[src/rtl/uart_rx_monitor.sv]
`default_nettype none
// ============================================================================
//  Module      : uart_rx_monitor
//  Description : 8N1 UART receiver that snoops an SoC tx line and queues the
//                received bytes in a first-word-fall-through FIFO.
//                Optional even-parity checking (8E1) is enabled by defining
//                the macro UART_RX_MONITOR_PARITY_EN.
//  Parameters  : CLKS_PER_BIT  clock cycles per serial bit (4..65535)
//                FIFO_DEPTH    receive FIFO entries (power of two, 2..256)
//  Ports       : clk        sole clock, rising edge
//                rst        asynchronous active-high reset
//                rx         serial input, idle high
//                data       byte at FIFO head (0 while FIFO empty)
//                valid      FIFO non-empty
//                ready      consumer accepts head byte (pop on valid&ready)
//                level      current FIFO occupancy
//                frame_err  one-cycle pulse on bad stop (or parity) bit
//                overrun    one-cycle pulse when a byte is dropped (FIFO full)
//  Revision    : 1.0  initial release
// ============================================================================
module uart_rx_monitor #(
    parameter int CLKS_PER_BIT = 868,
    parameter int FIFO_DEPTH   = 16
) (
    input  logic                          clk,
    input  logic                          rst,
    input  logic                          rx,
    output logic [7:0]                    data,
    output logic                          valid,
    input  logic                          ready,
    output logic [$clog2(FIFO_DEPTH):0]   level,
    output logic                          frame_err,
    output logic                          overrun
);

    localparam int                  c_ADDR_W    = $clog2(FIFO_DEPTH);
    localparam logic [15:0]         c_HALF_M1   = 16'(CLKS_PER_BIT / 2 - 1);
    localparam logic [15:0]         c_FULL_M1   = 16'(CLKS_PER_BIT - 1);
    localparam logic [c_ADDR_W:0]   c_LVL_FULL  = FIFO_DEPTH[c_ADDR_W:0];
    localparam logic [c_ADDR_W:0]   c_LVL_ONE   = 1;
    localparam logic [c_ADDR_W-1:0] c_PTR_ONE   = 1;

`ifdef UART_RX_MONITOR_PARITY_EN
    typedef enum logic [2:0] {
        IDLE   = 3'd0,
        START  = 3'd1,
        DATA   = 3'd2,
        PARITY = 3'd3,
        STOP   = 3'd4
    } state_t;
`else
    typedef enum logic [2:0] {
        IDLE   = 3'd0,
        START  = 3'd1,
        DATA   = 3'd2,
        STOP   = 3'd4
    } state_t;
`endif

    // ------------------------------------------------------------------
    // Input synchronizer. r_flush marks when the synchronizer holds real
    // line samples rather than its reset value, so a line held low across
    // reset is not mistaken for a high-then-falling start edge.
    // ------------------------------------------------------------------
    logic       r_rx_meta;
    logic       r_rx_s;
    logic [1:0] r_flush;

    always_ff @(posedge clk or posedge rst) begin
        if (rst) begin
            r_rx_meta <= 1'b1;
            r_rx_s    <= 1'b1;
            r_flush   <= 2'b00;
        end else begin
            r_rx_meta <= rx;
            r_rx_s    <= r_rx_meta;
            r_flush   <= {r_flush[0], 1'b1};
        end
    end

    // ------------------------------------------------------------------
    // Receive FSM
    // ------------------------------------------------------------------
    state_t      r_state, w_state_n;
    logic [15:0] r_cnt,   w_cnt_n;
    logic [2:0]  r_bit,   w_bit_n;
    logic [7:0]  r_sh,    w_sh_n;
    // r_armed: the line has been seen high while idle; the next low level
    // is then a genuine falling edge. Cleared on frame start and on frame
    // error so a stuck-low line cannot retrigger.
    logic        r_armed, w_armed_n;
    logic        w_push;
    logic        w_ferr_n;
`ifdef UART_RX_MONITOR_PARITY_EN
    logic        r_perr,  w_perr_n;
`endif

    always_ff @(posedge clk or posedge rst) begin
        if (rst) begin
            r_state <= IDLE;
            r_cnt   <= 16'd0;
            r_bit   <= 3'd0;
            r_sh    <= 8'h00;
            r_armed <= 1'b0;
`ifdef UART_RX_MONITOR_PARITY_EN
            r_perr  <= 1'b0;
`endif
        end else begin
            r_state <= w_state_n;
            r_cnt   <= w_cnt_n;
            r_bit   <= w_bit_n;
            r_sh    <= w_sh_n;
            r_armed <= w_armed_n;
`ifdef UART_RX_MONITOR_PARITY_EN
            r_perr  <= w_perr_n;
`endif
        end
    end

    always_comb begin
        w_state_n = r_state;
        w_cnt_n   = r_cnt + 16'd1;
        w_bit_n   = r_bit;
        w_sh_n    = r_sh;
        w_armed_n = r_armed;
        w_push    = 1'b0;
        w_ferr_n  = 1'b0;
`ifdef UART_RX_MONITOR_PARITY_EN
        w_perr_n  = r_perr;
`endif
        case (r_state)
            IDLE: begin
                w_cnt_n = 16'd0;
                w_bit_n = 3'd0;
                if (r_flush[1] && r_rx_s)
                    w_armed_n = 1'b1;
                if (r_armed && !r_rx_s) begin
                    w_state_n = START;
                    w_armed_n = 1'b0;
                end
            end
            START: begin
                // Mid-start-bit check rejects short glitches
                if (r_cnt == c_HALF_M1) begin
                    w_cnt_n = 16'd0;
                    if (r_rx_s)
                        w_state_n = IDLE;
                    else
                        w_state_n = DATA;
                end
            end
            DATA: begin
                if (r_cnt == c_FULL_M1) begin
                    w_cnt_n = 16'd0;
                    w_sh_n  = {r_rx_s, r_sh[7:1]};
                    w_bit_n = r_bit + 3'd1;
                    if (r_bit == 3'd7) begin
`ifdef UART_RX_MONITOR_PARITY_EN
                        w_state_n = PARITY;
`else
                        w_state_n = STOP;
`endif
                    end
                end
            end
`ifdef UART_RX_MONITOR_PARITY_EN
            PARITY: begin
                if (r_cnt == c_FULL_M1) begin
                    w_cnt_n   = 16'd0;
                    // Even parity: data bits plus parity bit have an even count of ones
                    w_perr_n  = r_rx_s ^ (^r_sh);
                    w_state_n = STOP;
                end
            end
`endif
            STOP: begin
                if (r_cnt == c_FULL_M1) begin
                    w_cnt_n   = 16'd0;
                    w_state_n = IDLE;
`ifdef UART_RX_MONITOR_PARITY_EN
                    if (r_rx_s && !r_perr)
`else
                    if (r_rx_s)
`endif
                        w_push = 1'b1;
                    else begin
                        w_ferr_n  = 1'b1;
                        w_armed_n = 1'b0;
                    end
                end
            end
            default: begin
                w_state_n = IDLE;
                w_cnt_n   = 16'd0;
            end
        endcase
    end

    // ------------------------------------------------------------------
    // First-word-fall-through FIFO
    // ------------------------------------------------------------------
    logic [7:0]          r_mem [FIFO_DEPTH];
    logic [c_ADDR_W-1:0] r_wr_ptr;
    logic [c_ADDR_W-1:0] r_rd_ptr;
    logic [c_ADDR_W:0]   r_level;
    logic                r_frame_err;
    logic                r_overrun;
    logic                w_full;
    logic                w_pop;
    logic                w_accept;

    assign valid     = (r_level != '0);
    assign level     = r_level;
    assign data      = valid ? r_mem[r_rd_ptr] : 8'h00;
    assign frame_err = r_frame_err;
    assign overrun   = r_overrun;

    assign w_full    = (r_level == c_LVL_FULL);
    assign w_pop     = valid && ready;
    // A pop in the same cycle frees the slot the new byte needs
    assign w_accept  = w_push && (!w_full || w_pop);

    always_ff @(posedge clk) begin
        if (w_accept)
            r_mem[r_wr_ptr] <= r_sh;
    end

    always_ff @(posedge clk or posedge rst) begin
        if (rst) begin
            r_wr_ptr    <= '0;
            r_rd_ptr    <= '0;
            r_level     <= '0;
            r_frame_err <= 1'b0;
            r_overrun   <= 1'b0;
        end else begin
            r_frame_err <= w_ferr_n;
            r_overrun   <= w_push && !w_accept;
            if (w_accept)
                r_wr_ptr <= r_wr_ptr + c_PTR_ONE;
            if (w_pop)
                r_rd_ptr <= r_rd_ptr + c_PTR_ONE;
            case ({w_accept, w_pop})
                2'b10:   r_level <= r_level + c_LVL_ONE;
                2'b01:   r_level <= r_level - c_LVL_ONE;
                default: r_level <= r_level;
            endcase
        end
    end

endmodule
`default_nettype wire

[config.mk]
export PLATFORM = sky130hd
export DESIGN_NAME = uart_rx_monitor
export DESIGN_NICKNAME = d
export VERILOG_FILES = /design/src/rtl/uart_rx_monitor.sv
export SDC_FILE = /design/constraint.sdc
export NUM_CORES = 1
export LEC_CHECK = 0
export ABC_AREA = 1
export BUFFER_PORTS_ARGS = -buffer_cell sky130_fd_sc_hd__buf_4
export CORE_ASPECT_RATIO = 1.5
export CORE_UTILIZATION = 60
export CTS_CLUSTER_DIAMETER = 120
export DETAILED_ROUTE_END_ITERATION = 8
export PLACE_DENSITY = 0.77
export SLEW_MARGIN = 20
export SYNTH_ARGS = -nofsm -noshare
export SYNTH_HDL_FRONTEND = slang
export SYNTH_SLANG_ARGS = --single-unit
[constraint.sdc]
create_clock -name clk -period 2.7 [get_ports clk]
set_input_delay 0.54 -clock clk [delete_from_list [all_inputs] [get_ports clk]]
set_output_delay 0.54 -clock clk [all_outputs]
set_load 0.01 [all_outputs]
==> results of run 1 <==
## cell families (layout without fill, tap and decap cells)
logic type                 after synthesis  count (layout)  share of synthesized area [%]
and+or+nand+nor                        326             326                           17.8
DFF                                    178             178                           66.0
AOI/OAI and AO/OA                      117             117                           8.51
buffers and inverters                   80             135                           4.08
adders and majority gates               13              13                           2.20
xor gates and xnor gates                12              12                           1.36
other                                    1               1                         0.0486
## Yosys cell counts
master and instances:
buf_2 12, conb_1 1, inv_1 50, xnor2_1 1
buf_1 1, a31oi_1 1, nor2_2 4, nand3b_1 1
or2_2 1, nand2_2 5, clkbuf_1 12, o221ai_1 8
ha_1 12, nor2_1 104, nand4_1 6, nor3b_1 1
nand3_2 2, nand3_1 51, xor2_1 11, inv_2 5
dfstp_2 2, nand2_1 140, dfrtp_1 48, nor3_1 6
fa_1 1, nor2_4 1, o211ai_1 8, o21ai_1 5
o31ai_1 8, a21oi_1 36, and3_1 4, edfxtp_1 128
o21ai_0 51
## through the flow
stage / cells / hold slack [ps] / total power, mW / utilization, % / setup slack, ps
2_1_floorplan: 727 / 331 / 4.87 / - / 491
3_3_place_gp: 905 / 335 / 5.71 / 65.3 / 372
3_5_place_dp: 905 / 344 / 5.78 / 65.3 / 302
4_1_cts: 937 / 212 / 8.17 / 70.0 / 41.7
5_1_grt: 938 / 213 / 8.75 / 70.6 / -7.27
6_report: 938 / 200 / 8.33 / 70.6 / 40.5
## layer usage
| layer | up-vias | part of all wire (%) | GRT usage [%] |
|---|---|---|---|
| met2 | 219 | 54 | 47.4 |
| li1 | 2578 | - | - |
| met5 | - | 0 | 0 |
| met4 | 0 | 4.4 | 16.7 |
| met1 | 2631 | 36 | 31.8 |
| met3 | 45 | 5.4 | 4.75 |
## registers in the layout (all words and copies together) (netlist names)
register / cells
overrun: 1
r_wr_ptr: 4
r_sh: 8
r_rx_s: 1
r_mem: 128
r_rd_ptr: 4
r_cnt: 16
r_bit: 3
level: 5
frame_err: 1
r_flush: 2
r_rx_meta: 1
r_state: 3
r_armed: 1
## what timing repair did
item	CTS	global route
gates cloned	0	1
pin swaps	0	1
setup buffers	0	0
resized for setup	3	13
setup endpoints to repair	5	7
## report_power, final
group	internal, mW	switching, mW	leakage (nW)
registers	3.02	0.149	2.14
logic	1.01	1.76	1.40
clock network	1.30	1.09	0.266
total	5.33	3.00	3.80
## final cells by class
type	count	area [um2]	area share [%]
flip-flops and latches	178	5100	57.7
multi-input cells	469	2340	26.5
clock buffers	17	425	4.81
repair buffers	48	418	4.73
inverters	55	213	2.41
well taps	156	195	2.21
clock inverters	15	149	1.69
## final timing paths
path,endpoint,startpoint,slack (ps),depth (start not counted)
min,r_flush[1]$_DFF_PP0_,rst,200,2
max reg2reg,level[4]$_DFFE_PP0P_,r_state[1]$_DFFE_PP0P_,260,15
min in group clk,r_rx_meta$_DFF_PP1_,rx,220,1
max in group asynchronous,r_rx_meta$_DFF_PP1_,rst,1820,3
min reg2reg,r_rx_s$_DFF_PP1_,r_rx_meta$_DFF_PP1_,360,0
max,data[0],r_rd_ptr[0]$_DFFE_PP0P_,40,7
## placed cells by master, fill, tap and decap left out, types with 4 or more instances in the layout
cell / synthesis / routed
a21oi_1: 36 / 34
xor2_1: 11 / 11
nor2_2: 4 / 4
ha_1: 12 / 12
nand2_1: 140 / 139
nand3_1: 51 / 51
clkinvlp_4: 0 / 6
inv_1: 50 / 47
o21ai_1: 5 / 5
inv_2: 5 / 6
edfxtp_1: 128 / 128
o221ai_1: 8 / 5
nor3_1: 6 / 6
buf_6: 0 / 4
nand2_2: 5 / 6
o211ai_1: 8 / 8
nand4_1: 6 / 6
o21ai_0: 51 / 51
o31ai_1: 8 / 8
clkbuf_16: 0 / 18
nor2_1: 104 / 104
buf_4: 0 / 41
dfrtp_1: 48 / 47
and3_1: 4 / 4
==> results.ini, run 1 <==
[outcome]
status = finished, final reports clean

[place]
hpwl_mm = 11.5
place_congestion = 0.867
postPlaceCellArea_mm2 = 0.00817
io_buffer_count = 19

[routing]
via_per_inst = 5.83
drtIter0Drc = 523
route.detailed.drc = 0
drt_wl_total_mm = 17.7
wl_per_cell_um = 18.9
ant_nets = 0
vias = 5473
first_pass_iters = 5

[timing]
period_share_pct = 98.5
timing_hold_violations_final = 0
finClkSkew_ps = 7.86
tns_ps = 0
min_period_ps = 2660
drv_slew = 0
rsz0062_at_grt = true
fmax_mhz = 376
finalSetupViolCount = 0
tightest_slew_ps = 756
slew_headroom_pct = 49.6

[power_and_ir_drop]
ir_worst_vdd_uv = 570
p_leak_nw = 3.80
p_per_area_mw_per_mm2 = 942

[worst_setup_path]
end_kind = primary output
worstPathMaxFanout = 24
path_class = register to primary output
crit_buf_inv = 3
crit_path_start_kind = register
cp.arrival_ps = 2120
cp_slowest_stage_delay_ps = 440
cp.required_ps = 2160
crit_family = compound AO/OA/AOI/OAI gates
slowest_stage = dfrtp_2
worstPathCellList = clkinvlp_4 -> buf_6 -> o21ai_0 -> o211ai_1 -> nand3_1 -> a21oi_1 -> buf_4

[global_route]
grt_overflow = 0
antenna_found_initial = 0
grt_pass1_vias = 5384
grt_start_max_net_pins = 37
grtUsageTotal_pct = 27.7
grt_pass1_wl_mm = 27.2

[floorplanning]
fp.dieH_um = 141
start_util_pct = 61.7
die_area_mm2 = 0.0133
core_mm2 = 0.0125
io_pins = 20
placementRows = 50
die_x_um = 94.6

[clock_tree]
cts-root-buf = clkbuf_16
cts.path.max_buffers = 2
ctsHoldBuffers = 0
clkLatencyLatePin_ps = 430
clk_pin_slew_worst_paths_ps = 70
h-tree-depth = 4
cts_tree = done
cts-buffers-inserted = 17
cts.sinks = 178

[job]
cap_violations = 0

[layout]
drive_above_1_share_pct = 13.9
synthToLayoutAreaGrowth_pct = 14.4
finalNetCount = 786
design_area_mm2 = 0.00884
fillers = 911
n_antenna_cell = 0

[yosys]
synth_top_area_cell = edfxtp_1
avgSynthCellArea_um2 = 10.6
netlist.area_leader.share_pct = 49.8
synth_area_mm2 = 0.00772
yosys.cell_types.count = 33
synth_cells = 727
synth-warning-count = 0
ys_ff_latch = 178
synth-seq-area-share_pct = 66.0
synthesis.nets = 744
synth_area_leaders = edfxtp_1 50%, dfrtp_1 16%, nand2_1 6.8%, nor2_1 5.1%, nand3_1 3.3%

[min_path]
worstHoldPathType = input pin to async pin

Note: power is estimated with default switching activity, not from simulation.
==> run 2, diff against run 1 <==
--- a/config.mk
+++ b/config.mk
@@ -9,7 +9,7 @@
 export BUFFER_PORTS_ARGS = -buffer_cell sky130_fd_sc_hd__buf_4
 export CORE_ASPECT_RATIO = 1.5
 export CORE_UTILIZATION = 60
-export CTS_CLUSTER_DIAMETER = 120
+export CTS_CLUSTER_DIAMETER = 50
 export DETAILED_ROUTE_END_ITERATION = 8
 export PLACE_DENSITY = 0.77
 export SLEW_MARGIN = 20
==> constraint.sdc (replaced) <==
create_clock -name clk -period 3.2 [get_ports clk]
set_input_delay 0 -clock clk [delete_from_list [all_inputs] [get_ports clk]]
set_output_delay 0 -clock clk [all_outputs]
set_load 0.01 [all_outputs]
==> run 2 against run 1 <==
  * Hold slack better by 9.2 ps
  * Clock-buffer cell count is 1 higher
  * Power fell by 19%
  * Critical path depth is 8 higher
  * Wire length about the same
  * Flip-flop and latch count is the same
  * Sequential share of layout area grew 1.8 points
  * Setup slack better by 570 ps
  * Global-route usage rose by 1.1 points
  * Combinational power fell by 23%
  * Critical path type is now register to register
  * Sequential power fell by 15%
==> results.ini, run 2 (synthesized netlist as in run 1, its figures left out) <==
[outcome]
status = finished, final reports clean

[power_and_ir_drop]
p_leak_nw = 3.66
clkPwrFrac_pct = 28.7
total_power_mw = 6.76
p_comb_share_pct = 31.5
seq_power_share_pct = 39.7
p_per_area_mw_per_mm2 = 789
p_int_mw = 4.28
ir_worst_vdd_uv = 525
switching_share_pct = 36.7
netSwitchingPower_mw = 2.48

[layout]
drive_above_1_share_pct = 10.1
final_common_cell = nand2_1
finalNetCount = 765
multi_input_area_mm2 = 0.00231
n_antenna_cell = 0
design_area_mm2 = 0.00857
synthToLayoutAreaGrowth_pct = 11.0
ff_latch_area_mm2 = 0.00510
layout_common_cells = 140 x nand2_1, 128 x edfxtp_1, 104 x nor2_1
fillers = 938
reg.largest.list = r_mem: 128 flops, r_cnt: 16 flops, r_sh: 8 flops
largest_reg_flops = 128
largest-register = r_mem

[floorplanning]
io_pins = 20
start_util_pct = 61.7
placementRows = 50
core_mm2 = 0.0125
die_area_mm2 = 0.0133
die_x_um = 94.6
fp.dieH_um = 141

[place]
hpwl_mm = 11.7
place_congestion = 0.937
io_buffer_count = 19
postPlaceCellArea_mm2 = 0.00799

[worst_setup_path]
cp_slowest_stage_delay_ps = 440
worstPathCellList = nor2_1 -> nand3_1 -> nand2_1 -> inv_1 -> nand2_2 -> inv_2 -> ha_1 -> a21oi_1 -> nor2_1 -> nor2_1 -> inv_1 -> nand3_1 -> nand3_1 -> nand2_1 -> inv_1
slowest_stage = dfrtp_1
crit_buf_inv = 4
worstPathMaxFanout = 6
path_class = register to register
crit_path_start_kind = register
cp.arrival_ps = 2920
cp.required_ps = 3530
crit_family = simple AND/OR/NAND/NOR gates
end_kind = register

[clock_tree]
clkLatencyLatePin_ps = 440
post-cts-setup-buffers = 0
clk_pin_slew_worst_paths_ps = 70
cts.path.max_buffers = 2
cts-root-buf = clkbuf_16
cts_resized = 0
h-tree-depth = 4
cts-buffers-inserted = 17
cts.sinks = 178
cts_tree = done
ctsHoldBuffers = 3

[timing]
finClkSkew_ps = 8.63
drv_slew = 0
fmax_mhz = 386
tns_ps = 0
period_share_pct = 81.1
tightest_slew_ps = 833
finalSetupViolCount = 0
min_period_ps = 2590
timing_hold_violations_final = 0
slew_headroom_pct = 44.4
hold_ws_ps = 209
rsz0062_at_grt = false

[min_path]
worstHoldPathType = input pin to register

[global_route]
grt_start_max_net_pins = 67
grt_pass1_wl_mm = 28.1
grtUsageTotal_pct = 28.7
grt_pass1_vias = 5565
antenna_found_initial = 0
grt_overflow = 0

[routing]
drtIter0Drc = 432
route.detailed.drc = 0
via_per_inst = 5.95
drt_wl_total_mm = 17.7
wl_per_cell_um = 19.3
ant_nets = 0
first_pass_iters = 5
vias = 5458

[job]
cap_violations = 0

==> run 2: cell types whose count changed in the layout (fill, tap and decap cells not counted), sizes merged <==
cell         delta
buf            -23
bufinv          -1
clkinv          +1
clkinvlp        -2
dlygate4sd3     +3
inv             +1
==> run 2: area by class of cell <==
class                      count  share of cell area (%)
clock buffer                  18                    5.01
clock inverter                14                    1.43
inverter                      55                    2.41
multi-input combinational    469                    26.9
sequential                   178                    59.5
tap                          156                    2.28
timing repair buffer          27                    2.45
==> run 2: path summary, 6_finish.rpt <==
kind	from	end	slack, ps	depth (start not counted)
worst max-delay path	level[0]$_DFFE_PP0P_	level[4]$_DFFE_PP0P_	610	15
worst min-delay path	rx	r_rx_meta$_DFF_PP1_	210	2
worst max register to register	level[0]$_DFFE_PP0P_	level[4]$_DFFE_PP0P_	610	15
worst min register to register	r_flush[0]$_DFF_PP0_	r_flush[1]$_DFF_PP0_	350	0
max in group asynchronous	rst	r_sh[7]$_DFFE_PP0P_	2230	4
min in group asynchronous	rst	r_sh[2]$_DFFE_PP0P_	290	3
==> run 2: through the flow <==
step / utilization [%] / setup WS, ps / instances
after floorplan: - / 991 / 727
after global placement: 63.8 / 833 / 882
after detailed placement: 63.8 / 744 / 882
after CTS: 68.5 / 627 / 917
after global routing: 68.5 / 420 / 917
final: 68.5 / 606 / 917
==> run 2: layer usage <==
| metal | vias up | global-route usage (%) | part of all wire, % |
|---|---|---|---|
| li1 | 2539 | - | - |
| met1 | 2614 | 32.3 | 36 |
| met2 | 232 | 48.8 | 52 |
| met3 | 73 | 5.12 | 5.1 |
| met4 | 0 | 19.5 | 6.4 |
| met5 | - | 0 | 0 |
==> run 2: power by group through the flow <==
stage,registers [mW],logic [mW],clock network [mW]
final,2.69,2.13,1.94
after global routing,2.70,2.33,2.05
after CTS,2.68,2.11,1.95
after detailed placement,2.73,2.08,0
after global placement,2.72,2.02,0
after floorplan,2.69,1.42,0
==> run 3, diff against run 2 <==
==> constraint.sdc (replaced) <==
create_clock -name clk -period 2.64 [get_ports clk]
set_input_delay 0 -clock clk [delete_from_list [all_inputs] [get_ports clk]]
set_output_delay 0 -clock clk [all_outputs]
set_load 0.01 [all_outputs]
==> run 3 against run 2 <==
  * Clock-buffer cell count shrank 1
  * Combinational power grew 23%
  * Flip-flop and latch count is the same
  * Wire length shrank 1.6%
  * Via count shrank 0.48%
  * Non-clock buffer count grew 19
  * Global-route usage shrank 0.61 points
  * Sequential share of layout area shrank 1.2 points
  * Power grew 22%
  * Critical path depth shrank 9
  * Sequential power grew 20%
==> results.ini, run 3 (synthesized netlist as in run 1, its figures left out) <==
[routing]
route.detailed.drc = 0
wl_met3_um = 929
drtIter0Drc = 403
vias = 5432
wl_met1_mm = 6.30
wl_met2_mm = 9.47
top_layer = met4
drt_wl_total_mm = 17.4
ant_nets = 0
first_pass_iters = 7
wl_per_cell_um = 18.6
via_per_inst = 5.80

[clock_tree]
clkLatencyLatePin_ps = 430
clk_pin_slew_worst_paths_ps = 80
cts.path.max_buffers = 2
cts_tree = done
cts-root-buf = clkbuf_16
cts.sinks = 178
cts-buffers-inserted = 17
h-tree-depth = 4
post-cts-setup-buffers = 0

[layout]
layout_common_cells = 139 x nand2_1, 128 x edfxtp_1, 103 x nor2_1
design_area_mm2 = 0.00875
largest-register = r_mem
fin_util_pct = 69.9
reg.largest.list = r_mem: 128 flops, r_cnt: 16 flops, r_sh: 8 flops
fillers = 884
final_cells = 936
finalNetCount = 784
n_antenna_cell = 0
final_common_cell = nand2_1
synthToLayoutAreaGrowth_pct = 13.3
largest_reg_flops = 128
drive_above_1_share_pct = 12.9

[power_and_ir_drop]
p_per_area_mw_per_mm2 = 941
ir_worst_vdd_uv = 531
p_leak_nw = 3.78

[place]
postPlaceCellArea_mm2 = 0.00813
dp_cells = 901
place_congestion = 0.914
io_buffer_count = 19
hpwl_mm = 11.6

[timing]
finalSetupViolCount = 0
period_share_pct = 94.3
finClkSkew_ps = 16.2
drv_slew = 0
tightest_slew_ps = 751
slew_headroom_pct = 49.9
tns_ps = 0
fmax_mhz = 401
min_period_ps = 2490
timing_hold_violations_final = 0

[floorplanning]
die_area_mm2 = 0.0133
io_pins = 20
die_x_um = 94.6
start_util_pct = 61.7
core_mm2 = 0.0125
fp.dieH_um = 141
placementRows = 50

[worst_setup_path]
slowest_stage = buf_4
cp.arrival_ps = 2490
timing.reg2reg.setup_slack_ps = 260
end_kind = primary output
cp.required_ps = 2640
cp_slowest_stage_delay_ps = 570
worstPathCellList = buf_4 -> o21ai_0 -> o221ai_1 -> nand3_1 -> a21oi_1 -> buf_4
worstPathMaxFanout = 66
path_class = register to primary output
crit_top_cell = buf_4
crit_path_start_kind = register

[global_route]
grt_start_max_net_pins = 67
grt_pass1_vias = 5459
antenna_found_initial = 0
grt_pass1_wl_mm = 27.8
grtUsageTotal_pct = 28.1
grt_overflow = 0

[min_path]
worstHoldPathType = input pin to async pin

[job]
cap_violations = 0

[outcome]
status = finished, final reports clean

[run 3: final cells by class]
class	count	area (um2)	share of cell area [%]
Inverter	55	210	2.40
Sequential cell	178	5100	58.3
Multi-Input combinational cell	469	2320	26.5
Clock buffer	17	425	4.86
Clock inverter	15	144	1.64
Tap cell	156	195	2.23
Timing Repair Buffer	46	353	4.03
[run 3: path summary, 6_finish.rpt]
| path | start | end | cells past startpoint |
|---|---|---|---|
| worst max-delay path | r_rd_ptr[0]$_DFFE_PP0P_ | data[1] | 6 |
| worst min-delay path | rst | r_sh[2]$_DFFE_PP0P_ | 3 |
| worst max register to register | r_cnt[0]$_DFF_PP0_ | level[4]$_DFFE_PP0P_ | 15 |
| worst min register to register | r_flush[0]$_DFF_PP0_ | r_flush[1]$_DFF_PP0_ | 0 |
| max in group asynchronous | rst | r_rd_ptr[0]$_DFFE_PP0P_ | 4 |
| min in group clk | rx | r_rx_meta$_DFF_PP1_ | 2 |
[run 3: stage by stage]
stage / setup slack [ps] / power, mW / hold WS [ps]
2_1_floorplan: 431 / 4.98 / 4.48
3_3_place_gp: 290 / 5.78 / 82.8
3_5_place_dp: 192 / 5.86 / 86.8
4_1_cts: 119 / 8.25 / 191
5_1_grt: -7.13 / 8.65 / 225
6_report: 149 / 8.23 / 172
[run 3: power by group]
group          leakage, nW  internal [mW]  switching, mW
Clock                0.279           1.25           1.15
Sequential            2.14           3.09          0.137
Combinational         1.36          0.893           1.72
[run 3: repair_timing]
item | in CTS | in global routing
resized for setup | 0 | 5
setup endpoints to repair | 0 | 4
hold buffers | 3 | 0
endpoints found under the hold margin | 27 | 0
[run 3: critical path: cells and delay by family, from the launching register on]
kind                   cells  cell delay [ps]
and+or+nand+nor            1              130
DFF                        1              390
buffers and inverters      2              720
AOI/OAI and AO/OA          3              820
[run 3: routing by layer]
layer | vias up | GRT usage (%)
li1 | 2574 | -
met1 | 2603 | 31.7
met2 | 212 | 50.3
met3 | 43 | 4.80
met4 | 0 | 13.9
met5 | - | 0
